<file path="src/rtl/sensor_frame_serializer.sv">
// Snapshots a packed bus of sensor words on a start event and streams it as a
// framed byte sequence (sync, payload, XOR checksum) over valid/ready.
module sensor_frame_serializer #(
  parameter int         NUM_SENSORS   = 8,
  parameter int         SENSOR_WIDTH  = 32,  // multiple of 8
  parameter logic [7:0] SYNC_BYTE     = 8'hA5,
  parameter int         PERIOD_CYCLES = 500000
) (
  input  logic                                clk,
  input  logic                                reset_n,
  input  logic [NUM_SENSORS*SENSOR_WIDTH-1:0] data,
  input  logic                                trigger,
  output logic [7:0]                          tx_data,
  output logic                                tx_valid,
  input  logic                                tx_ready,
  output logic                                busy,
  output logic [15:0]                         frame_count,
  output logic [7:0]                          overrun_count
);

  localparam int BUS_W     = NUM_SENSORS * SENSOR_WIDTH;
  localparam int NUM_BYTES = BUS_W / 8;
  localparam int IDX_W     = (NUM_BYTES > 1) ? $clog2(NUM_BYTES) : 1;
  localparam logic [IDX_W-1:0] LAST_IDX = IDX_W'(NUM_BYTES - 1);

  typedef enum logic [1:0] {IDLE, SYNC, PAYLOAD, CHECK} state_t;

  state_t           state;
  logic [BUS_W-1:0] snapshot;
  logic [IDX_W-1:0] byte_idx;
  logic [IDX_W-1:0] next_idx;
  logic [7:0]       checksum;
  logic             tick;
  logic             start;
  logic             handshake;
  logic [7:0]       snap_bytes [NUM_BYTES];

  // Byte k of the frame payload is bits [8k+7:8k] of the snapshot.
  genvar gi;
  generate
    for (gi = 0; gi < NUM_BYTES; gi++) begin : g_bytes
      assign snap_bytes[gi] = snapshot[8*gi +: 8];
    end
  endgenerate

  generate
    if (PERIOD_CYCLES > 0) begin : g_timer
      localparam int TMR_W = (PERIOD_CYCLES > 1) ? $clog2(PERIOD_CYCLES) : 1;
      localparam logic [TMR_W-1:0] TMR_LAST = TMR_W'(PERIOD_CYCLES - 1);
      logic [TMR_W-1:0] timer;

      always_ff @(posedge clk or negedge reset_n) begin
        if (!reset_n) begin
          timer <= '0;
        end else if (timer == TMR_LAST) begin
          timer <= '0;
        end else begin
          timer <= timer + 1'b1;
        end
      end

      // Asserted in the cycle whose closing edge wraps the counter to 0.
      assign tick = (timer == TMR_LAST);
    end else begin : g_no_timer
      assign tick = 1'b0;
    end
  endgenerate

  assign start     = trigger | tick;
  assign handshake = tx_valid & tx_ready;
  assign next_idx  = byte_idx + 1'b1;

  always_ff @(posedge clk or negedge reset_n) begin
    if (!reset_n) begin
      state         <= IDLE;
      snapshot      <= '0;
      byte_idx      <= '0;
      checksum      <= '0;
      tx_data       <= '0;
      tx_valid      <= 1'b0;
      busy          <= 1'b0;
      frame_count   <= '0;
      overrun_count <= '0;
    end else begin
      // Start requests arriving mid-frame, including the final handshake cycle, are dropped.
      if (start && busy && overrun_count != 8'hFF) begin
        overrun_count <= overrun_count + 1'b1;
      end

      case (state)
        IDLE: begin
          if (start) begin
            snapshot <= data;
            byte_idx <= '0;
            checksum <= '0;
            tx_data  <= SYNC_BYTE;
            tx_valid <= 1'b1;
            busy     <= 1'b1;
            state    <= SYNC;
          end
        end

        SYNC: begin
          if (handshake) begin
            tx_data <= snap_bytes[0];
            state   <= PAYLOAD;
          end
        end

        PAYLOAD: begin
          if (handshake) begin
            checksum <= checksum ^ tx_data;
            if (byte_idx == LAST_IDX) begin
              tx_data <= checksum ^ tx_data;
              state   <= CHECK;
            end else begin
              tx_data  <= snap_bytes[next_idx];
              byte_idx <= next_idx;
            end
          end
        end

        CHECK: begin
          if (handshake) begin
            tx_data     <= '0;
            tx_valid    <= 1'b0;
            busy        <= 1'b0;
            frame_count <= frame_count + 1'b1;
            state       <= IDLE;
          end
        end

        default: state <= IDLE;
      endcase
    end
  end

endmodule
</file>
<file path="config.mk">
export PLATFORM = sky130hd
export DESIGN_NAME = sensor_frame_serializer
export DESIGN_NICKNAME = d
export VERILOG_FILES = /design/src/rtl/sensor_frame_serializer.sv
export SDC_FILE = /design/constraint.sdc
export NUM_CORES = 1
export LEC_CHECK = 0
export ABC_AREA = 1
export CORE_MARGIN = 1
export CORE_UTILIZATION = 25
export DETAILED_ROUTE_END_ITERATION = 16
export GPL_ROUTABILITY_DRIVEN = 0
export PLACE_DENSITY = 0.55
export SETUP_SLACK_MARGIN = 0.4
export SYNTH_ARGS = -nofsm -noshare
export SYNTH_HDL_FRONTEND = slang
export SYNTH_SLANG_ARGS = --single-unit
</file>
<file path="constraint.sdc">
create_clock -name clk -period 2 [get_ports clk]
set_input_delay 0.2 -clock clk [delete_from_list [all_inputs] [get_ports clk]]
set_output_delay 0.2 -clock clk [all_outputs]
set_load 0.05 [all_outputs]
</file>
Yosys cells after proc, flatten, opt, wreduce, memory -nomap -nowiden
Index checks and enable logic that the tools add are counted.
- flip-flop bits (word level): 323
- bits of input ports: 260
- output and inout port bits: 34
- word-level logic and storage cells: 68
- add/sub/neg operators: 4
- magnitude comparators: 1
- equality and inequality tests: 12
- mux-type cells: 26
- bitwise gates (word level): 4
- reduce and logical (&&, ||, !) cells: 12
- operator list (kind ; count):
    $mux 8 ; 9
    $bmux 8 s5 ; 1
    $pmux 8 s4 ; 1
    $add 19x1->19 const B ; 1
    $eq 19x19->1 const B ; 1
    $mux 19 ; 1
    $add 16x1->16 const B ; 1
    $pmux 8 s2 ; 1
    $mux 5 ; 3
    $ne 2x2->1 const B ; 6
    $mux 2 ; 5
    $pmux 5 s2 ; 1
    $add 8x1->8 const B ; 1
    $ne 8x8->1 const B ; 1
    $pmux 2 s4 ; 1
    $reduce_and 4->1 ; 2
    $xor 8x8->8 ; 1
    $ge 6x6->1 const B ; 1
    $not 5->6 ; 1
    $reduce_and 3->1 ; 2
    $add 5x1->5 const B ; 1
    $eq 5x5->1 const B ; 1
    $reduce_and 5->1 ; 1
    $eq 2x2->1 const B ; 2
    other kinds (9) ; 13

Depth between registers and ports, before layout
- depth after elaboration: 8
- mapped depth: 13
- depth with buffers taken out: 12

Worst setup path after synthesis
OpenSTA, ideal clock, no wires.
- kind: register -> register
- start: register busy (netlist name)
- end: register frame_count[15]
- data arrival time: 1862 ps
- data required time: 1860 ps
- path slack: -2 ps
- cell stages (with the launch flop): 9
- clock period less this slack: 2002 ps
- cell sequence: dfrtp_1 -> nand3_2 -> nor2_1 -> nand4_1 -> nor2_1 -> nand2_1 -> nor2_1 -> nand3_1 -> xnor2_1
- RTL lines (what ; RTL line ; RTL):
    end signal: assignment ; 128 ; frame_count <= frame_count + 1'b1;
    end: declaration ; 17 ; output logic [15:0] frame_count,

Worst setup path after layout
- start: register g_timer.timer[1]
- end: register snapshot[40]
- cells in the longest elaborated chain, start to end: 3
- RTL lines (what ; RTL line ; RTL):
    start: declaration ; 50 ; logic [TMR_W-1:0] timer;
    start signal: assignment ; 58 ; timer <= timer + 1'b1;
    $eq 19x19->1 ; 63 ; assign tick = (timer == TMR_LAST);
    $or 1x1->1 ; 69 ; assign start = trigger | tick;
    $reduce_and 2->1 (no line) ; n/a ;
    end signal: assignment ; 93 ; snapshot <= data;
    end: declaration ; 29 ; logic [BUS_W-1:0] snapshot;
Every way passes these cells.
A chain may end at the register's enable or synchronous reset.

==> out/metrics.csv <==
metric,value,unit
yosysUniqueCellTypes,33,
timing.final.crit_period,1.986,ns
synth.avg_cell_area,8.973,um2
grt_pass1_vias,14290,
end_kind,flop,
p_sw_share,22.23,%
fin_util,39.29,%
clockBufferDepth,3,
synth_common_cells,"323 x dfrtp_1, 286 x nand2_1, 234 x inv_1",
routedWlPerCell,19.03,um
grt_max_degree,85,
ff2ff_path_depth,11,
initialDrtViolationCount,766,
worst-slew-pin-transition,0.4657,ns
synth-seq-cells,323,
synth_area_leader_cell,dfrtp_1,
place_hpwl,42050,um
power_switching,3253,uW
r2r_end,snapshot[40]$_DFFE_PN0P_,
grt_use_total,17.00,%
num_rows,93,
cts.sinks,323,
ys_seq_area_share,49.14,%
core_area,0.06470,mm2
hp-class,in -> async,
rrSetupSlack,0.01,ns
finalSetupViolCount,0,
cts-root-buf,clkbuf_16,
pwr-share-clk,49.6,%
clk_latency,0.56,ns
cp_data_required_time,2.44,ns
grt_pass1_wl,86540,um
grt_antenna_before_repair,1,
nNetsFinal,2520,
drtPass1Iterations,5,
place_area,0.02113,mm2
drcViolationCount,0,
p_per_area,575.6,mW/mm2
io_pins,294,
start_kind,flop,
wl_met1,25520,um
finalMaxSlewViolations,0,
totalWireLength,59670,um
fmaxAchievable,503.6,MHz
clk_pin_slew,0.06,ns
route.met2.wl,29810,um
htree_levels,2,
pwr-share-seq,44.7,%
synth_top_flop_cell,dfrtp_1,
critPathKind,reg -> reg,
synth_nets,2102,
maxCapViolCount,0,
internal-power,11380,uW
pre_cts_slack,-0.1651,ns
p_comb_share,5.7,%
numCtsBuffers,40,
die_w,258.5,um
dieHeight,258.5,um
finalCritPeriodShare,99.28,%
final_area,0.02542,mm2
drive_gt1_share,34.65,%
crit_fanout,8,
cp.arrival,2.43,ns
ir_worst_vdd,0.5338,mV
area_delta_synth_final,54.54,%
synth_top_cells_by_area,"dfrtp_1 49%, a21oi_2 9.1%, nand2_1 6.5%",
crit_start,g_timer.timer[1]$_DFF_PN0_,
netlist_area,0.01645,mm2
vias_per_cell,4.522,
synth_warnings,0,
die_area,0.06682,mm2
netlist_instances,1833,
synth-edff-count,0,
whs,0.1387,ns
finalPower,14630,uW
vias,14180,
synth_top_area_share,49.14,%
yosysMostFrequentCell,dfrtp_1,
finalHoldViolCount,0,
setup_slack,0.01445,ns
relSlewSlack,68.81,%
rsz0062_at_grt,true,
cts_tree,done,
status,"complete, no violations",
finalClockSkew,0.01895,ns
p_leak,0.01170,uW
portBuffers,293,
gr-total-overflow,0,
async_reset_ff_share,100.0,%
start_util,25.42,%
top_layer_used,met4,
ant_nets,0,
r2r-start,g_timer.timer[1]$_DFF_PN0_,
wl_met3,2396,um
==> registers in the layout (all words and copies together) (netlist names) <==
name	cells
overrun_count	8
byte_idx	5
g_timer.timer	19
state	2
snapshot	256
frame_count	16
checksum	8
tx_data	8
busy	1
==> worst max-delay path, stage by stage, from the launching register on <==
cell	delay, ns
dfrtp_1	0.36
ha_2	0.20
nand2_2	0.07
nor2_2	0.09
nand2_2	0.08
inv_2	0.09
nand3_4	0.10
nand2_8	0.13
nand2_8	0.14
buf_12	0.18
buf_16	0.13
mux2_4	0.29
==> layout by cell type (no fill, tap or decap), types with 28 or more instances in the layout <==
cell type and count:
clkbuf_16 55, nand3_1 123, a21oi_1 33, nand3_2 49, dfrtp_1 315, inv_1 230, o211ai_1 49, nor2_4 78
nand3_4 28, mux2_2 35, a21oi_2 181, buf_4 87, nand2_1 276, nor2_2 49, clkdlybuf4s50_1 258, buf_12 39
nor2_1 106, mux2_4 41
==> layout make-up <==
| cell class | count | area (um2) |
|---|---|---|
| Antenna cell | 1 | 2.502 |
| Clock buffer | 58 | 1180 |
| Clock inverter | 13 | 135.1 |
| Fill cell | 6340 | 39280 |
| Inverter | 240 | 917.1 |
| Multi-Input combinational cell | 1169 | 8423 |
| Sequential cell | 323 | 8095 |
| Tap cell | 855 | 1070 |
| Timing Repair Buffer | 477 | 5594 |
==> stage by stage <==
stage / cells / TNS, ns
6_report: 3136 / 0
5_1_grt: 3136 / -3.760
4_1_cts: 3099 / -0.003363
3_5_place_dp: 2990 / -2.423
3_3_place_gp: 2990 / -1.270
2_1_floorplan: 1833 / 0
==> cell families after synthesis <==
family	synth area share, %
multiplexers	6.116
flip-flops	49.14
AO/OA/AOI/OAI	13.81
XOR/XNOR	1.963
adder cells (fa/ha/maj)	0.6847
AND/OR/NAND/NOR	19.00
buffers and inverters	9.281
==> how the worst max path moves through the flow <==
stage / cells past startpoint / endpoint / slack, ns
4_1_cts: 11 / snapshot[152]$_DFFE_PN0P_ / -0.003
3_5_place_dp: 10 / tx_data[5]$_DFFE_PN0P_ / -0.17
6_report: 11 / snapshot[40]$_DFFE_PN0P_ / 0.01
2_1_floorplan: 11 / snapshot[104]$_DFFE_PN0P_ / 0.20
5_1_grt: 11 / snapshot[40]$_DFFE_PN0P_ / -0.08
3_3_place_gp: 10 / tx_data[5]$_DFFE_PN0P_ / -0.16
==> routing by layer <==
layer,track usage [%],vias up
li1,-,6765
met1,21.70,6972
met2,29.10,353
met3,2.494,90
met4,6.065,0
met5,0,-
==> power by group through the flow <==
stage	Clock (uW)	Sequential [uW]	Combinational, uW
after floorplan	0	6660	7.77
after global placement	0	6650	779
after detailed placement	0	6650	777
after CTS	7460	6540	820
after global routing	7680	6530	890
final	7260	6540	836
==> repair_timing <==
action                                  in CTS  in global routing
cloned                                      16                 17
endpoints found under the hold margin      323                  0
hold buffers                                 1                  0
endpoints found under the setup margin     328                316
pin swaps                                   36                 96
resized for setup                          311                221
buffers inserted                            21                 19
Power figures use the tool's default switching activity.
